`src/rtl/seq_array_mult.sv`:
```
// Iterative shift-add multiplier: one operand pair per valid/ready transaction, WIDTH CALC cycles each.
// Define SEQ_ARRAY_MULT_SIGNED_EN for two's-complement operands (sign-extended a, subtracted top partial product).
module seq_array_mult #(
    parameter int WIDTH = 4
) (
    input  logic                 clk,
    input  logic                 rst_n,
    input  logic                 in_valid,
    output logic                 in_ready,
    input  logic [WIDTH-1:0]     a,
    input  logic [WIDTH-1:0]     b,
    output logic                 out_valid,
    input  logic                 out_ready,
    output logic [2*WIDTH-1:0]   prod,
    output logic                 busy,
    output logic [1:0]           dbg_state
);

    // Handshakes: a transfer happens on a rising edge where valid and ready are both high.
    // in_ready is high only in IDLE and out_valid only in DONE, so the two never overlap.

    localparam int PW = 2 * WIDTH;
    localparam int CW = $clog2(WIDTH);

    typedef enum logic [1:0] {
        IDLE = 2'd0,
        CALC = 2'd1,
        DONE = 2'd2
    } state_t;

    state_t          state;
    state_t          state_next;
    logic [PW-1:0]   a_reg;
    logic [PW-1:0]   acc;
    logic [PW-1:0]   acc_next;
    logic [PW-1:0]   partial;
    logic [PW-1:0]   prod_q;
    logic [WIDTH-1:0] b_reg;
    logic [CW-1:0]   count;
    logic            last;

    assign last      = (count == CW'(WIDTH - 1));
    assign partial   = a_reg << count;
    assign prod      = prod_q;
    assign dbg_state = state;

    always_ff @(posedge clk or negedge rst_n) begin
        if (!rst_n) begin
            state <= IDLE;
        end else begin
            state <= state_next;
        end
    end

    always_comb begin
        state_next = state;
        in_ready   = 1'b0;
        out_valid  = 1'b0;
        busy       = 1'b0;
        case (state)
            IDLE: begin
                in_ready = 1'b1;
                if (in_valid) state_next = CALC;
            end
            CALC: begin
                busy = 1'b1;
                if (last) state_next = DONE;
            end
            DONE: begin
                out_valid = 1'b1;
                if (out_ready) state_next = IDLE;
            end
            default: state_next = IDLE;
        endcase
    end

    always_comb begin
        acc_next = acc;
        if (b_reg[count]) begin
`ifdef SEQ_ARRAY_MULT_SIGNED_EN
            // The multiplier's sign bit carries weight -2^(WIDTH-1).
            acc_next = last ? (acc - partial) : (acc + partial);
`else
            acc_next = acc + partial;
`endif
        end
    end

    always_ff @(posedge clk or negedge rst_n) begin
        if (!rst_n) begin
            a_reg  <= '0;
            b_reg  <= '0;
            acc    <= '0;
            count  <= '0;
            prod_q <= '0;
        end else begin
            case (state)
                IDLE: begin
                    if (in_valid) begin
`ifdef SEQ_ARRAY_MULT_SIGNED_EN
                        a_reg <= {{WIDTH{a[WIDTH-1]}}, a};
`else
                        a_reg <= {{WIDTH{1'b0}}, a};
`endif
                        b_reg <= b;
                        acc   <= '0;
                        count <= '0;
                    end
                end
                CALC: begin
                    acc   <= acc_next;
                    count <= count + CW'(1);
                    if (last) prod_q <= acc_next;
                end
                default: ;
            endcase
        end
    end

endmodule

```
`config.mk`:
```
export PLATFORM = sky130hd
export DESIGN_NAME = seq_array_mult
export DESIGN_NICKNAME = d
export VERILOG_FILES = /design/src/rtl/seq_array_mult.sv
export SDC_FILE = /design/constraint.sdc
export NUM_CORES = 1
export LEC_CHECK = 0
export ABC_AREA = 1
export CAP_MARGIN = 0
export CORE_MARGIN = 8
export CORE_UTILIZATION = 33
export CTS_BUF_LIST = sky130_fd_sc_hd__clkbuf_4 sky130_fd_sc_hd__clkbuf_8
export DETAILED_ROUTE_END_ITERATION = 10
export PLACE_DENSITY = 0.58
export SYNTH_ARGS = -nofsm -noshare
export SYNTH_HDL_FRONTEND = slang
export SYNTH_SLANG_ARGS = --single-unit
```
`constraint.sdc`:
```
create_clock -name clk -period 5.6 [get_ports clk]
set_input_delay 1.12 -clock clk [delete_from_list [all_inputs] [get_ports clk]]
set_output_delay 1.12 -clock clk [all_outputs]
set_load 0.02 [all_outputs]
```
==> impl_results.md, run 1 <==
- Setup violators final: 0
- Max Freq: 0.351 GHz
- Switching power: 0.619 mW
- Final routed DRC violation total: 0
- CTS Buf Count: 3
- Flop pwr share: 0.298
- Final worst-path setup slack: ~2.7 ns
- Max IR drop VDD: ~280 uV
- Worst-Margin Slew: around 0.47 ns
- Count leader, synth: nand2_1
- Total GRT Usage: 0.105
- Seq cells post-synth: 28
- Status: complete, no violations
- Unrepaired setup endpoints after global routing: no
- Worst setup SP type: flip-flop
- Clk_lat worst skew: 0.27 ns
- Rows: 25
- Core area: 4790 um2
- Post-route cell area: ~2000 um2
- Count of pins over their slew limit: 0
- Final Hold Fails: 0
- # IOs: 25
- Critical path arrival: 1.73 ns
- Max_cap viols: 0
- Largest cells by area after synthesis: dfrtp_1, nand2_1, ha_1
- GR Overflow Total: 0
- Switch share: 0.483
- Worst Setup End Kind: primary output
- Synth top area share: 0.425
- Effective utilization at floorplan: 0.344
- Largest net degree at the start of global routing: 29
- Final hold slack: 0.486 ns
- Via count: 1,378
- Post-Route Setup TNS: 0 ns
- Hold Path Class: flip-flop to flip-flop
- Crit path max fanout: 9
- Critical path class: flip-flop to primary output
- P per Cell Area: 646 nW/um2
- Vias in the first global route: between 1k and 1.5k
- Final Instance Count excl. Fillers: 311
- Critical Path RT: ~4.5 ns
- Die height: 86.7 um
- Met1 usage: 0.140
- Post-synthesis async set-or-reset flop share: 1.00
- Clock sink count: 28
- Relative slew slack: 0.684
- Design Power: 1.28 mW
- Die X: 86.7 um
- Post-synth top area cell: dfrtp_1
- Vias per cell: 4.43
- Die area: 7510 um2
- Share of layout cells above drive strength 1: 0.0533
- Clk pwr share: 0.097
- Post-synth EDFFs: 0
- GR Util met3: 0.0132
- CTS HTree Levels: 1
- FF-to-FF Start: count[0]
- Initial antenna violation count: 0
- Reg-to-reg setup timing slack: 3.32 ns
- CTS Hold Bufs: 0
- Final net count: between 200 and 300
- Worst-path clk slew: 0.09 ns
- Syn_area_per_cell: approximately 7.5 um2
- Placed cells: 307
- LEAKAGE: around 1 nW
- Hold_sp: prod[7]
- Mapped Area: 1650 um2
- Layout area overhead: 20.6%
- CP startpoint: dbg_state[0]
- Tcrit/Tclk final: 0.509
- Post-CTS setup buffer count: 0
- Post-synthesis cell count: 221
- Internal: 0.664 mW
- Most Crowded Layer GR: met2
- WL per Instance: 11.4 um
- Post-synth top cells: nand2_1, dfrtp_1, inv_1
- First-pass GRT wire length: 6350 um
- ANT nets after route: 0
- Yosys warns: 0
- Port Buffer Count: 24
- Post-detail-place hpwl: 2750 um
- Clock Root Buffer: clkbuf_8
- Logic pwr share: 0.604
- Primary FF master, synth: dfrtp_1
- Synth cell types: 25
- PostCTS Resize Cnt: 0
- DR pass1 iterations: 4
- Met2 usage: 0.160
- Worst Skew: 0.00351 ns
- End-of-flow core utilization: 0.415
- Seq/Total Area, Yosys: 0.425
- CTS Buffer Depth: 2
- Placed Area: 1930 um2
- Syn nets: 242
- Placement Setup Slack: 3.05 ns
- Antenna cells: 0
- 1st-iter DRT viols: 80
- Tmin final: 2.85 ns
- Final WL: between 3000 and 4000 um
- RD Place Congestion: approximately 0.76
- CTS tree: yes
- Fill count: 480
[per-layer routing]
metal / vias to the layer above / part of all wire
li1: 743 / -
met1: 607 / 0.52
met2: 24 / 0.43
met3: 4 / 0.032
met4: 0 / 0.021
met5: - / 0
[worst max-delay path, stage by stage, from the launching register on]
cell,delay (ns)
dfrtp_1,0.45
inv_1,0.10
nor2_4,0.24
clkdlybuf4s50_1,0.66
[final cells by class]
cell class                 instances  area, um2  area share
multi-input combinational        163        810       0.407
tap                               67       83.8      0.0422
inverter                          24       90.1      0.0453
clock buffer                       4       55.1      0.0277
timing repair buffer              25        248       0.125
sequential                        28        701       0.353
[worst paths after layout]
check / end / cells past startpoint
worst max-delay path: busy / 3
worst min-delay path: prod[7] / 2
worst max register to register: prod[6] / 10
worst min register to register: prod[7] / 2
max in group asynchronous: count[0] / 2
min in group asynchronous: dbg_state[0] / 2
[cell families (layout without fill, tap and decap cells)]
| group | Yosys count | after routing | share of synthesized area |
|---|---|---|---|
| simple gates | 126 | 126 | 0.320 |
| buf+inv | 30 | 53 | 0.0835 |
| flops | 28 | 28 | 0.425 |
| compound gates | 26 | 26 | 0.0858 |
| fa+ha+maj | 9 | 9 | 0.0729 |
| mux | 2 | 2 | 0.0121 |
[cell usage in the layout (no fill, tap or decap), types with 4 or more instances in the layout]
cell type,n
o21ai_1,5
nor2_1,15
clkdlybuf4s50_1,24
nand2_1,86
inv_1,23
ha_1,8
nand3_1,14
dfrtp_1,28
o21ai_0,15
clkbuf_8,4
[power groups by stage]
stage | Clock, mW | Sequential (mW) | Combinational [mW]
6_report | 0.125 | 0.383 | 0.775
5_1_grt | 0.135 | 0.397 | 0.903
4_1_cts | 0.128 | 0.383 | 0.787
3_5_place_dp | 0 | 0.387 | 0.779
3_3_place_gp | 0 | 0.385 | 0.778
2_1_floorplan | 0 | 0.391 | 0.571
(Power assumes the default switching activity.)
==> run 2, diff against run 1 <==
--- a/config.mk
+++ b/config.mk
@@ -11,7 +11,7 @@
 export CORE_UTILIZATION = 33
 export CTS_BUF_LIST = sky130_fd_sc_hd__clkbuf_4 sky130_fd_sc_hd__clkbuf_8
 export DETAILED_ROUTE_END_ITERATION = 10
-export PLACE_DENSITY = 0.58
+export PLACE_DENSITY = 0.6
 export SYNTH_ARGS = -nofsm -noshare
 export SYNTH_HDL_FRONTEND = slang
 export SYNTH_SLANG_ARGS = --single-unit
==> constraint.sdc (replaced) <==
create_clock -name clk -period 2.5 [get_ports clk]
set_input_delay 0.5 -clock clk [delete_from_list [all_inputs] [get_ports clk]]
set_output_delay 0.5 -clock clk [all_outputs]
set_load 0.02 [all_outputs]
==> run 2 against run 1 <==
Worst setup slack got worse by 2.4 ns. Die area unchanged. First-iteration DRC count increased by 10%. Sequential power increased by 120%. Clock skew increased by 0.00053 ns. Largest cell class unchanged. Final area decreased by 0.32%. Highest routed layer unchanged.
==> impl_results.md, run 2 (synthesis results as in run 1) <==
- WL per Instance: 11.3 um (-0.99%)
- Antenna cells: 0 (unchanged)
- Crit path max fanout: 16 (+7)
- Critical Path RT: 2.67 ns (-1.81 ns)
- Final hold slack: 0.483 ns (-0.00239 ns)
- Total GRT Usage: 0.107 (+0.00179)
- Vias in the first global route: 1,465 (+8.4%)
- Post-detail-place hpwl: 2760 um (+0.36%)
- Rows: 25 (unchanged)
- Hold Path Class: flip-flop to flip-flop
- Worst setup SP type: flip-flop
- Post-Route Setup TNS: 0 ns (unchanged)
- P per Cell Area: 1440 nW/um2 (+120%)
- Clock Root Buffer: clkbuf_8
- ANT nets after route: 0 (unchanged)
- Die X: 86.7 um (unchanged)
- Max IR drop VDD: 630 uV (+130%)
- Tcrit/Tclk final: 0.875
- Status: complete, no violations
- Most common cell after layout, fill and taps aside: nand2_1
- CTS tree: yes
- Worst-path clk slew: 0.09 ns (about the same)
- Unrepaired setup endpoints after global routing: no
- 1st-iter DRT viols: 88 (+10%)
- GR Overflow Total: 0 (unchanged)
- Final net count: 267 (+0.38%)
- Port Buffer Count: 24 (unchanged)
- Design Power: 2.85 mW (+120%)
- Worst Setup End Kind: flip-flop
- Setup violators final: 0 (unchanged)
- DR pass1 iterations: 4 (unchanged)
- Post-CTS setup buffer count: 0 (unchanged)
- Worst-Margin Slew: 0.441 ns (-0.0333 ns)
- Placed cells: 308 (+0.33%)
- Relative slew slack: 0.706 (+0.0222)
- Effective utilization at floorplan: 0.344 (unchanged)
- Die height: 86.7 um (unchanged)
- CTS HTree Levels: 1 (unchanged)
- CTS Buf Count: 3 (unchanged)
- Vias per cell: 4.59 (+3.6%)
- Initial antenna violation count: 0 (unchanged)
- Final WL: 3500 um (-0.99%)
- Core area: 4790 um2 (unchanged)
- RD Place Congestion: 0.808 (+6.1%)
- Most frequent cells in the layout: nand2_1, dfrtp_1, clkdlybuf4s50_1
- Fill count: 504 (+5.0%)
- End-of-flow core utilization: 0.414 (-0.00131)
- Max_cap viols: 0 (unchanged)
- Count of pins over their slew limit: 0 (unchanged)
- Layout area overhead: 20.2%
- PostCTS Resize Cnt: 0 (unchanged)
- Largest net degree at the start of global routing: 29 (unchanged)
- Die area: 7510 um2 (unchanged)
- First-pass GRT wire length: 6470 um (+1.9%)
- Final Hold Fails: 0 (unchanged)
- Reg area: 701 um2 (unchanged)
- Clock sink count: 28 (unchanged)
- Worst Skew: 0.00404 ns (+0.000528 ns)
- Multi-input logic area: 810 um2 (unchanged)
- Critical path arrival: 2.36 ns (+0.63 ns)
- Critical path class: flip-flop to flip-flop
- Via count: 1,427 (+3.6%)
- Final Instance Count excl. Fillers: 311 (unchanged)
- # IOs: 25 (unchanged)
- LEAKAGE: 1.02 nW (-0.23%)
- Final routed DRC violation total: 0 (unchanged)
- Clk_lat worst skew: 0.27 ns (about the same)
- Share of layout cells above drive strength 1: 0.0533 (unchanged)
- Tmin final: 2.19 ns
- CTS Buffer Depth: 2 (unchanged)
- CTS Hold Bufs: 0 (unchanged)
- Max Freq: 0.457 GHz
run 2: per-stage QoR:
step	instance area, um2	worst slack (ns)
global placement	1940	0.388
global route	1980	0.0636
finish	1980	0.311
detailed placement	1940	0.329
CTS	1980	0.321
floorplan	1650	0.451
run 2: critical path, cell delays in order, from the launching register on:
cell	delay, ns
dfrtp_1	0.63
mux2i_1	0.29
mux2i_1	0.11
ha_1	0.33
or2_2	0.31
nand3_1	0.11
nand2_1	0.06
nand2_1	0.05
nand3_1	0.08
nand3_1	0.08
nand2_1	0.05
run 2: report_power, final:
part / internal (mW) / leakage, nW / switching [mW]
clock: 0.108 / 0.0216 / 0.137
combinational: 0.694 / 0.644 / 1.06
sequential: 0.666 / 0.354 / 0.187
total: 1.47 / 1.02 / 1.38
run 2: cell type report:
cell class,instances,area share
Multi-Input combinational cell,163,0.409
Inverter,24,0.0455
Timing Repair Buffer,26,0.129
Tap cell,67,0.0423
Clock buffer,3,0.0208
Sequential cell,28,0.354
run 2: per-layer routing:
layer / GRT usage / up-vias / wire length, um
met5: 0 / - / 0
met4: 0.0516 / 0 / 74
met3: 0.0170 / 5 / 137
met2: 0.175 / 33 / 1530
met1: 0.133 / 644 / 1760
li1: - / 745 / -
run 2: path summary, 6_finish.rpt:
| kind | start | endpoint | slack, ns | cells past startpoint |
|---|---|---|---|---|
| max | count[0] | prod[6] | 0.31 | 10 |
| min | prod[7] | prod[7] | 0.48 | 2 |
| max reg2reg | count[0] | prod[6] | 0.31 | 10 |
| min reg2reg | prod[7] | prod[7] | 0.48 | 2 |
| max in group asynchronous | rst_n | acc[6] | 1.64 | 2 |
| min in group asynchronous | rst_n | dbg_state[1] | 0.60 | 2 |
==> run 3, diff against run 2 <==
--- a/config.mk
+++ b/config.mk
@@ -7,11 +7,11 @@
 export LEC_CHECK = 0
 export ABC_AREA = 1
 export CAP_MARGIN = 0
-export CORE_MARGIN = 8
-export CORE_UTILIZATION = 33
+export CORE_MARGIN = 2
+export CORE_UTILIZATION = 40
 export CTS_BUF_LIST = sky130_fd_sc_hd__clkbuf_4 sky130_fd_sc_hd__clkbuf_8
 export DETAILED_ROUTE_END_ITERATION = 10
-export PLACE_DENSITY = 0.6
+export PLACE_DENSITY = 0.69
 export SYNTH_ARGS = -nofsm -noshare
 export SYNTH_HDL_FRONTEND = slang
 export SYNTH_SLANG_ARGS = --single-unit
==> run 3 against run 2 <==
Critical path depth unchanged. Global-route usage increased by 5.7 points. Register-to-register slack improved by 0.02 ns. Final cell count decreased by 5.5%. Clock skew increased by 0.0046 ns. Wire length decreased by 6.8%. Utilization increased by 8.0 points. Count of clock-buffer cells in the layout unchanged.
==> impl_results.md, run 3 (synthesis results as in run 1) <==
- Effective utilization at floorplan: 0.415 (+0.0706)
- Cell chain of the critical path: mux2i_1 > mux2i_1 > ha_1 > or2_2 > nand3_1 > nand2_1 > nand2_1 > nand3_1 > nand3_1 > nand2_1
- Clk_lat worst skew: 0.27 ns (about the same)
- End-of-flow core utilization: 0.493 (+0.0795)
- Worst Setup End Kind: flip-flop
- CTS Hold Bufs: 0 (unchanged)
- ANT nets after route: 0 (unchanged)
- Post-detail-place hpwl: 2560 um (-7.3%)
- Max_cap viols: 0 (unchanged)
- Vias in the first global route: 1,325 (-9.6%)
- Clock Root Buffer: clkbuf_8
- Tmin final: 2.17 ns (-0.0172 ns)
- RD Place Congestion: 0.859 (+6.4%)
- Worst Skew: 0.00863 ns (+0.00459 ns)
- Antenna cells: 0 (unchanged)
- Critical path arrival: 2.33 ns (-0.03 ns)
- Layout area overhead: 18.9%
- P per Cell Area: 1450 nW/um2 (+0.52%)
- Placed cells: 291 (-5.5%)
- Reg-to-reg setup timing slack: 0.33 ns (+0.02 ns)
- Core area: 3970 um2 (-17%)
- Port Buffer Count: 24 (unchanged)
- Worst path max stage delay: 0.63 ns (about the same)
- CTS Buf Count: 3 (unchanged)
- CTS HTree Levels: 1 (unchanged)
- Final Hold Fails: 0 (unchanged)
- Post-Route Setup TNS: 0 ns (unchanged)
- WL per Instance: 11.1 um (-1.4%)
- # IOs: 25 (unchanged)
- Final Instance Count excl. Fillers: 294 (-5.5%)
- Final net count: 267 (unchanged)
- Final WL: 3270 um (-6.8%)
- Via count: 1,408 (-1.3%)
- Max IR drop VDD: 692 uV (+9.9%)
- 1st-iter DRT viols: 33 (-63%)
- First-pass GRT wire length: 5790 um (-11%)
- Most frequent cells in the layout: nand2_1, dfrtp_1, clkdlybuf4s50_1
- Relative slew slack: 0.698 (-0.00768)
- Die area: 4650 um2 (-38%)
- Clock sink count: 28 (unchanged)
- Worst-path clk slew: 0.09 ns (about the same)
- Vias per cell: 4.79 (+4.4%)
- Rows: 23 (-8.0%)
- Worst-Margin Slew: 0.452 ns (+0.0115 ns)
- Hold Path Class: flip-flop to flip-flop
- LEAKAGE: 1.02 nW (unchanged)
- Setup violators final: 0 (unchanged)
- Die X: 68.2 um (-21%)
- Largest net degree at the start of global routing: 29 (unchanged)
- DR pass1 iterations: 4 (unchanged)
- Unrepaired setup endpoints after global routing: no
- Initial antenna violation count: 0 (unchanged)
- GR Overflow Total: 0 (unchanged)
- Post-CTS setup buffer count: 0 (unchanged)
- Die height: 68.2 um (-21%)
- Tcrit/Tclk final: 0.869 (-0.00687)
- CTS tree: yes
- PostCTS Resize Cnt: 0 (unchanged)
- Critical path's slowest cell: dfrtp_1
- Count of pins over their slew limit: 0 (unchanged)
- WP buf/inv: 0 (unchanged)
- CP top delay family: simple AND/OR/NAND/NOR gates
- Final routed DRC violation total: 0 (unchanged)
- Critical Path RT: 2.66 ns (about the same)
- Status: complete, no violations
- CTS Buffer Depth: 2 (unchanged)
- Most common cell after layout, fill and taps aside: nand2_1
- Crit path max fanout: 16 (unchanged)
- Share of layout cells above drive strength 1: 0.0533 (unchanged)
- Max Freq: 0.460 GHz (+0.79%)
- Total GRT Usage: 0.164 (+0.0574)
- Critical path class: flip-flop to flip-flop
- Worst setup SP type: flip-flop
==> run 3: cell counts in the layout (fill, tap and decap cells not counted) <==
No cell type changed its count.
==> run 3: final timing paths <==
| kind | start | to | depth (start not counted) |
|---|---|---|---|
| min in group asynchronous | rst_n | b_reg[2] | 2 |
| worst max register to register | count[0] | acc[6] | 10 |
| worst max-delay path | count[0] | acc[6] | 10 |
| max in group asynchronous | rst_n | acc[3] | 2 |
| worst min register to register | prod[7] | prod[7] | 2 |
| worst min-delay path | prod[7] | prod[7] | 2 |
==> run 3: report_power, final <==
group	leakage (nW)	internal, mW	total [mW]	switching [mW]
Clock	0.0216	0.108	0.236	0.128
Combinational	0.644	0.694	1.74	1.05
Sequential	0.354	0.666	0.853	0.187
==> run 3: stage by stage <==
step	setup slack (ns)	instance area, um2	total power, mW	hold WS, ns
4_1_cts	0.331	1960	2.86	0.491
6_report	0.328	1960	2.83	0.485
3_3_place_gp	0.388	1920	2.59	0.464
5_1_grt	0.148	1960	3.16	0.511
2_1_floorplan	0.451	1650	2.15	0.204
3_5_place_dp	0.342	1920	2.61	0.465
==> run 3: cell type report <==
cell class | instances | area, um2
Timing Repair Buffer | 26 | 255
Multi-Input combinational cell | 163 | 810
Tap cell | 50 | 62.6
Sequential cell | 28 | 701
Inverter | 24 | 90.1
Clock buffer | 3 | 41.3
Fill cell | 396 | 2010
==> run 3: metal layers <==
metal | global-route usage | routed length, um | part of all wire | vias to the layer above
met1 | 0.228 | 1670 | 0.51 | 633
met5 | 0 | 0 | 0 | -
li1 | - | - | - | 743
met3 | 0.0247 | 124 | 0.038 | 4
met4 | 0.0300 | 40 | 0.012 | 0
met2 | 0.273 | 1430 | 0.44 | 28
==> run 3: worst register-to-register path: cells and delay by family (launching register included) <==
kind | cells | cell delay (ns)
AND/OR/NAND/NOR | 7 | 0.72
flip-flops | 1 | 0.63
adder cells (fa/ha/maj) | 1 | 0.33
multiplexers | 2 | 0.37
